$ cat config.mk
export PLATFORM = sky130hd
export DESIGN_NAME = shift_arbiter
export DESIGN_NICKNAME = d
export VERILOG_FILES = /design/src/rtl/shift_arbiter.sv
export SDC_FILE = /design/constraint.sdc
export NUM_CORES = 1
export LEC_CHECK = 0
export ABC_CLOCK_PERIOD_IN_PS = 2300
export BUFFER_PORTS_ARGS = -buffer_cell sky130_fd_sc_hd__buf_2
export CELL_PAD_IN_SITES_DETAIL_PLACEMENT = 1
export CELL_PAD_IN_SITES_GLOBAL_PLACEMENT = 2
export CORE_MARGIN = 4
export CORE_UTILIZATION = 33
export DETAILED_ROUTE_END_ITERATION = 16
export PLACE_DENSITY_LB_ADDON = 0.1
export SLEW_MARGIN = 20
export SYNTH_ARGS = -nofsm -noshare
export SYNTH_HDL_FRONTEND = slang
export SYNTH_SLANG_ARGS = --single-unit
$ cat constraint.sdc
create_clock -name clk -period 2.3 [get_ports clk]
set_input_delay 0.46 -clock clk [delete_from_list [all_inputs] [get_ports clk]]
set_output_delay 0.46 -clock clk [all_outputs]
set_load 0.02 [all_outputs]
$ cat src/rtl/shift_arbiter.sv
// shift_arbiter
//   Two-port arbiter in front of one shared 32-bit barrel shifter, with a
//   single-entry result register and per-port grant counters.
//
//   Parameters
//     RR_EN  1 = round-robin between ports, 0 = fixed priority (port 0 wins)
//     CNT_W  width of each saturating grant counter
//
//   Ports
//     clk, rst_n                 clock, async active-low reset
//     reqN_valid / reqN_ready    request handshake for port N (ready is comb.)
//     reqN_a, reqN_shamt,        operand, shift amount and shift type
//     reqN_type                  (00 lsr, 01 lsl, 10 asr, 11 pass)
//     rsp_valid / rsp_ready      result handshake
//     rsp_data, rsp_port         result and owning port index
//     grant0_cnt, grant1_cnt     accepted-request counters (saturating)
//
//   Output FSM
//     state | meaning
//     EMPTY | result register holds nothing, rsp_valid = 0
//     FULL  | result register holds a result, rsp_valid = 1
module shift_arbiter #(
  parameter int RR_EN = 1,
  parameter int CNT_W = 16
) (
  input  logic             clk,
  input  logic             rst_n,
  input  logic             req0_valid,
  output logic             req0_ready,
  input  logic [31:0]      req0_a,
  input  logic [4:0]       req0_shamt,
  input  logic [1:0]       req0_type,
  input  logic             req1_valid,
  output logic             req1_ready,
  input  logic [31:0]      req1_a,
  input  logic [4:0]       req1_shamt,
  input  logic [1:0]       req1_type,
  output logic             rsp_valid,
  input  logic             rsp_ready,
  output logic [31:0]      rsp_data,
  output logic             rsp_port,
  output logic [CNT_W-1:0] grant0_cnt,
  output logic [CNT_W-1:0] grant1_cnt
);

  typedef enum logic {EMPTY = 1'b0, FULL = 1'b1} state_t;

  state_t      state;
  logic        last_grant;
  logic        slot_free;
  logic        win0;
  logic        grant0;
  logic        grant1;
  logic [31:0] sh_a;
  logic [4:0]  sh_amt;
  logic [1:0]  sh_type;
  logic [31:0] sh_res;

  // The slot is free if empty, or if the held result leaves this same cycle.
  always_comb begin
    slot_free = (state == EMPTY) || rsp_ready;
  end

  // win0: port 0 would win if the slot were free. Under contention the
  // round-robin pointer favours the port that did not win last time.
  always_comb begin
    win0 = 1'b0;
    if (req0_valid && req1_valid) begin
      win0 = (RR_EN != 0) ? last_grant : 1'b1;
    end else begin
      win0 = req0_valid;
    end
    // rst_n gating keeps both ready lines low while reset is held.
    grant0 = rst_n && slot_free && win0;
    grant1 = rst_n && slot_free && req1_valid && !win0;
  end

  assign req0_ready = grant0;
  assign req1_ready = grant1;

  // Single shared shifter, operands muxed from the granted port.
  always_comb begin
    sh_a    = grant1 ? req1_a     : req0_a;
    sh_amt  = grant1 ? req1_shamt : req0_shamt;
    sh_type = grant1 ? req1_type  : req0_type;
    case (sh_type)
      2'b00:   sh_res = sh_a >> sh_amt;
      2'b01:   sh_res = sh_a << sh_amt;
      2'b10:   sh_res = $unsigned($signed(sh_a) >>> sh_amt);
      default: sh_res = sh_a;
    endcase
  end

  always_ff @(posedge clk or negedge rst_n) begin
    if (!rst_n) begin
      state      <= EMPTY;
      rsp_data   <= '0;
      rsp_port   <= 1'b0;
      last_grant <= 1'b1;
      grant0_cnt <= '0;
      grant1_cnt <= '0;
    end else begin
      if (grant0 || grant1) begin
        state      <= FULL;
        rsp_data   <= sh_res;
        rsp_port   <= grant1;
        last_grant <= grant1;
      end else if (rsp_ready) begin
        state <= EMPTY;
      end
      if (grant0 && (grant0_cnt != '1)) begin
        grant0_cnt <= grant0_cnt + CNT_W'(1);
      end
      if (grant1 && (grant1_cnt != '1)) begin
        grant1_cnt <= grant1_cnt + CNT_W'(1);
      end
    end
  end

  assign rsp_valid = (state == FULL);

endmodule

# Word level (Yosys, flattened, before mapping)
# Cells that the tools add are included.
[word_totals] register_bits=67 latch_bits=0 ram_bits=0 romBits=0 input_bits=83 out_inout_bits=68 elab_cells=35 n_memories=0
[classes] add_sub_neg=2 multipliers=0 div=0 order_cmp=0 eq_ne=4 shift=3 mux=7 bitwise=1 n_reduce_logical=12
[ops] operator="one-hot mux 32 bit (3 select lines)" count=1
[ops] operator="adder 16 x 1 -> 16 bit (second input constant)" count=2
[ops] operator="two-way mux 32 bit" count=1
[ops] operator="inequality test 16 bit (second input constant)" count=2
[ops] operator="left shift 32 x 5 -> 32 bit" count=1
[ops] operator="right shift 32 x 5 -> 32 bit" count=1
[ops] operator=">>> shifter 32 x 5 -> 32 bit" count=1
[ops] operator="logical AND 1 bit" count=7
[ops] operator="two-way mux 5 bit" count=1
[ops] operator="two-way mux 1 bit" count=3
[ops] operator="== test 2 x 1 -> 1 bit (second input constant)" count=1
[ops] operator="== test 2 bit (second input constant)" count=1
[ops] operator="zero test 2 bit" count=1
[ops] operator="logical OR 1 bit" count=2
[ops] operator="two-way mux 2 bit" count=1
[ops] operator="nonzero test 2 bit" count=1
[ops] operator="zero test 1 bit" count=1
[ops] operator="inverter 1 bit" count=1

# Logic depth before layout (Yosys ltp)
[logic_depth] depth_word=8 mapped_depth=12

# Least setup slack after synthesis
# No wires, ideal clock.
[synth_timing] path_kind="input port to flip-flop" start="input req0_shamt[0]" end="register rsp_data[4]" setup_time_ps=126 arrival_time_ps=2331 t_required_ps=2174 path_slack_ps=-157 path_stages=9 path_buffers=3 cell_sequence="buf_6 buf_8 buf_8 mux4_2 mux2i_1 nor2_1 a2111oi_2 o22ai_1 a221o_1"
[synth_via] elab_chain_len=3 word_cells_on_any_way=5 cone_classes="shift (3); mux (2)"
[synth_lines] element="start: declaration" line="31" text="input logic [4:0] req0_shamt,"
[synth_lines] element="two-way mux 5 bit (*)" line="84" text="sh_amt = grant1 ? req1_shamt : req0_shamt;"
[synth_lines] element=">>> shifter 32 x 5 -> 32 bit (tied with other cells)" line="89" text="2'b10: sh_res = $unsigned($signed(sh_a) >>> sh_amt);"
[synth_lines] element="one-hot mux 32 bit (3 select lines) (*)" line="86" text="case (sh_type)"
[synth_lines] element="end signal: assignment" line="105" text="rsp_data <= sh_res;"
[synth_lines] element="end: declaration" line="40" text="output logic [31:0] rsp_data,"
# Every way passes the cells marked *; elsewhere a longest branch is shown, timed or not.
# A chain may end at the register's enable or synchronous reset.

# Final worst setup path
[layout_timing] start="register state (netlist: rsp_valid)" end="register rsp_data[0]"
[layout_via] elab_chain_len=8 word_cells_on_any_way=17 cone_classes="eq/ne (2); shift (3); mux (4); bitwise (1); reduce/logical (7)"
[layout_lines] element="start: declaration" line="48" text="state_t state;"
[layout_lines] element="start signal: assignment" line="96" text="state <= EMPTY;"
[layout_lines] element="start signal: assignment" line="104" text="state <= FULL;"
[layout_lines] element="start signal: assignment" line="109" text="state <= EMPTY;"
[layout_lines] element="inverter 1 bit (*)" line="61" text="slot_free = (state == EMPTY) || rsp_ready;"
[layout_lines] element="logical OR 1 bit (*)" line="61"
[layout_lines] element="logical AND 1 bit (*)" line="74, 75"
[layout_lines] element="logical AND 1 bit (2 in a row)" line="75" text="grant1 = rst_n && slot_free && req1_valid && !win0;"
[layout_lines] element="two-way mux 32 bit (tied with other cells)" line="83" text="sh_a = grant1 ? req1_a : req0_a;"
[layout_lines] element=">>> shifter 32 x 5 -> 32 bit (tied with other cells)" line="89"
[layout_lines] element="one-hot mux 32 bit (3 select lines)" line="86"
# Marked as above.

==> metrics.md <==
| Metric | Value |
|---|---|
| Status | complete, but fails checks |
| Violated checks | setup timing |
| Slew HR | 36.0% |
| Largest cells by area after synthesis | dfrtp_1 16%, mux4_2 15%, mux2i_1 13% |
| Top-Level Pins | 151 |
| Routed WL | 68900 um |
| Number of cell rows | 64 |
| CTS clk-pin slew, worst paths | 60 ps |
| Data required, critical path | 2500 ps |
| Final net count | 1886 |
| Prevailing post-synth register cell | dfrtp_1 |
| Endpoints failing hold | 0 |
| Syn Area/Cell | 8.71 um^2 |
| Minimum clock period | 2550 ps |
| Crit path launch type | register |
| Worst-path fanout max | 6 |
| Synthesized cell area | 0.0103 mm^2 |
| Highest clock rate | 0.392 GHz |
| Max VDD drop | 0.395 mV |
| Leak | 7.97 nW |
| Post-Syn Nets | 1267 |
| Cells on worst reg2reg path | 12 |
| Data arrival, critical path | 2750 ps |
| Critical Path Sink Type | register |
| Post-synth ARST share | 100% |
| RR Startpoint | rsp_valid |
| Min-Delay Path Class | input port to async pin |
| DR WL/cell | 31.3 um |
| Mapped Cells | 1182 |
| RSZ-0062 raised after global routing | yes |
| Cts hold-fix bufs | 0 |
| Router iterations before antenna repair | 5 |
| Post-route cell area | 0.0182 mm^2 |
| Clock Tree Buf Depth | 2 |
| H-tree Lvls | 3 |
| GRT Overall Usage | 37.8% |
| Post-layout util | 59.3% |
| Die Wd | 185 um |
| Max Cap Viol | 0 |
| Port Buffers | 150 |
| Post-Route M1 WL | 27900 um |
| Metal3 WL | 6150 um |
| Clk_skew | 9.00 ps |
| Routed Antenna Nets | 0 |
| DR iter-0 viols | 1508 |
| Starting Density | 33.6% |
| Placed Instance Area | 0.0148 mm^2 |
| Cell Pwr Density | 497 mW/mm^2 |
| Via count | 14.2k |
| Drt drc | 0 |
| Clock Latency Late Sink | 350 ps |
| GRT Residual Overflow | 0 |
| Max Slew Vio Count | 0 |
| DP HPWL | 52200 um |
| Largest net degree at the start of global routing | 68 |
| GP Congestion | 1.06 |
| Met2 Routed Length | 29500 um |
| CTS tree | built |
| Post-synth EDFFs | 0 |
| Number of global-route vias before repair | 14.1k |
| Fin crit share | 111% |
| Num CTS Buffers | 9 |
| DR top layer | met5 |
| Final worst setup slack | -254 ps |
| Die ar. | 0.0341 mm^2 |
| Worst Max-Slew Pin Slew | 961 ps |
| Sequential area share after synthesis | 16.3% |
| Root Driver | clkbuf_16 |
| Clock Sinks | 67 |
| Die H | 185 um |
| Largest area contributor in the netlist | dfrtp_1 |
| Worst R2R Setup Slack | -250 ps |
| Final setup viols | 32 |
| Worst r2r dst | rsp_data[0] |
| First-pass GRT wire length | 96100 um |
| Antenna diode instance count | 0 |
| Critical path class | register to register |
| Worst Setup SP | rsp_valid |
| Layout cells sized above 1 | 60.7% |
| Initial antenna violation count | 1 |
| Post-synth top area share | 16.1% |
| YS warnings | 0 |
| Post-DR vias/cell | 6.45 |
| FF+latch count, synth | 67 |
| Crit path capture | rsp_data[0] |
| Distinct cell type count after synthesis | 84 |
| Core area | 0.0307 mm^2 |
| Area grow syn2layout | 76.8% |
cells in the final DEF (no fill, tap or decap), types with 9 or more instances in the layout:
cell type  count
buf_4        454
buf_2        143
mux2i_1      118
nand2_1      117
mux4_2        68
buf_6         68
dfrtp_1       65
nor2_1        61
a21oi_1       45
buf_12        40
mux2_2        39
a31oi_1       32
o21ai_1       25
a21oi_2       21
nand3_1       20
xnor2_1       18
nand4_1       17
clkbuf_16     16
o21ai_0       15
nor3_1        15
o21ai_2       12
mux2i_2       12
mux2_4        12
xor2_1        12
a211oi_2      11
and3_1        11
buf_8         11
mux2i_4        9
worst max-delay path, cell delays in order (launching register included):
cell and delay [ps]:
dfrtp_2 410, nor2b_4 260, buf_12 170, nor4_4 50
buf_6 150, nor2_4 220, buf_12 160, buf_12 110
mux2i_1 190, buf_4 200, mux2i_4 100, a31oi_4 220
a31oi_4 130
cell usage after synthesis (18+ instances only):
cell type,instances
dfrtp_1,66
a31oi_1,46
nand2_1,127
mux4_2,68
mux2_2,47
a211oi_1,20
xnor2_1,18
mux2i_1,138
o21ai_0,38
buf_2,45
a21oi_1,71
nor3_1,23
nand3_1,26
clkbuf_1,41
nor2_1,72
kinds of logic (layout without fill, tap and decap cells):
family          count (synthesis)  in the layout  share of synthesized area (%)
mux                           264            264                           34.7
fa+ha+maj                       2              2                          0.243
xor+xnor                       30             30                           2.55
flops                          67             67                           16.3
compound gates                354            354                           24.1
simple gates                  337            337                           15.6
buf+inv                       128            752                           6.53
sequential cells by signal (all words and copies together), names as in the netlist:
register and cells:
grant0_cnt 16, grant1_cnt 16, last_grant 1, rsp_data 32, rsp_port 1, rsp_valid 1
per-stage QoR:
step	hold WS (ps)	total power (W)	TNS [ps]	worst slack [ps]	std cells
after floorplan	164	0.00378	0	2.22	1182
after global placement	465	0.00624	-18430	-674	2094
after detailed placement	464	0.00629	-19440	-683	2094
after CTS	404	0.00830	-3470	-182	2153
after global routing	437	0.00935	-7050	-317	2202
final	351	0.00903	-5520	-254	2202
final cells by class:
| type | count | area (um^2) |
|---|---|---|
| sequential | 67 | 1680 |
| multi-input combinational | 987 | 9640 |
| clock inverter | 6 | 47.5 |
| timing repair buffer | 723 | 6030 |
| tap | 396 | 495 |
| clock buffer | 10 | 239 |
| fill | 3462 | 12500 |
| inverter | 13 | 53.8 |
where the power goes:
group | internal [W] | total [W] | switching [W]
Sequential | 0.00141 | 0.00163 | 0.000218
Clock | 0.000767 | 0.00137 | 0.000607
Combinational | 0.00270 | 0.00603 | 0.00333
worst min-delay path by stage:
stage          slack [ps]  depth (start not counted)        start             to
6_report              350                          2        rst_n       rsp_port
3_3_place_gp          460                          2  rsp_data[7]    rsp_data[7]
3_5_place_dp          460                          2  rsp_data[7]    rsp_data[7]
5_1_grt               440                          2        rst_n       rsp_port
4_1_cts               400                          2        rst_n       rsp_port
2_1_floorplan         160                          0        rst_n  grant0_cnt[0]
repair_timing:
action,in CTS,in global routing
resized for setup,254,220
pin swaps,58,83
setup endpoints to repair,41,42
buffers inserted,41,54
cloned,4,7
layer usage:
metal  track usage (%)  up-vias
met5                 0        -
met4              21.2        2
met3              6.47      231
met2              56.4      899
met1              51.7     7154
li1                  -     5922
(Power assumes the default switching activity.)
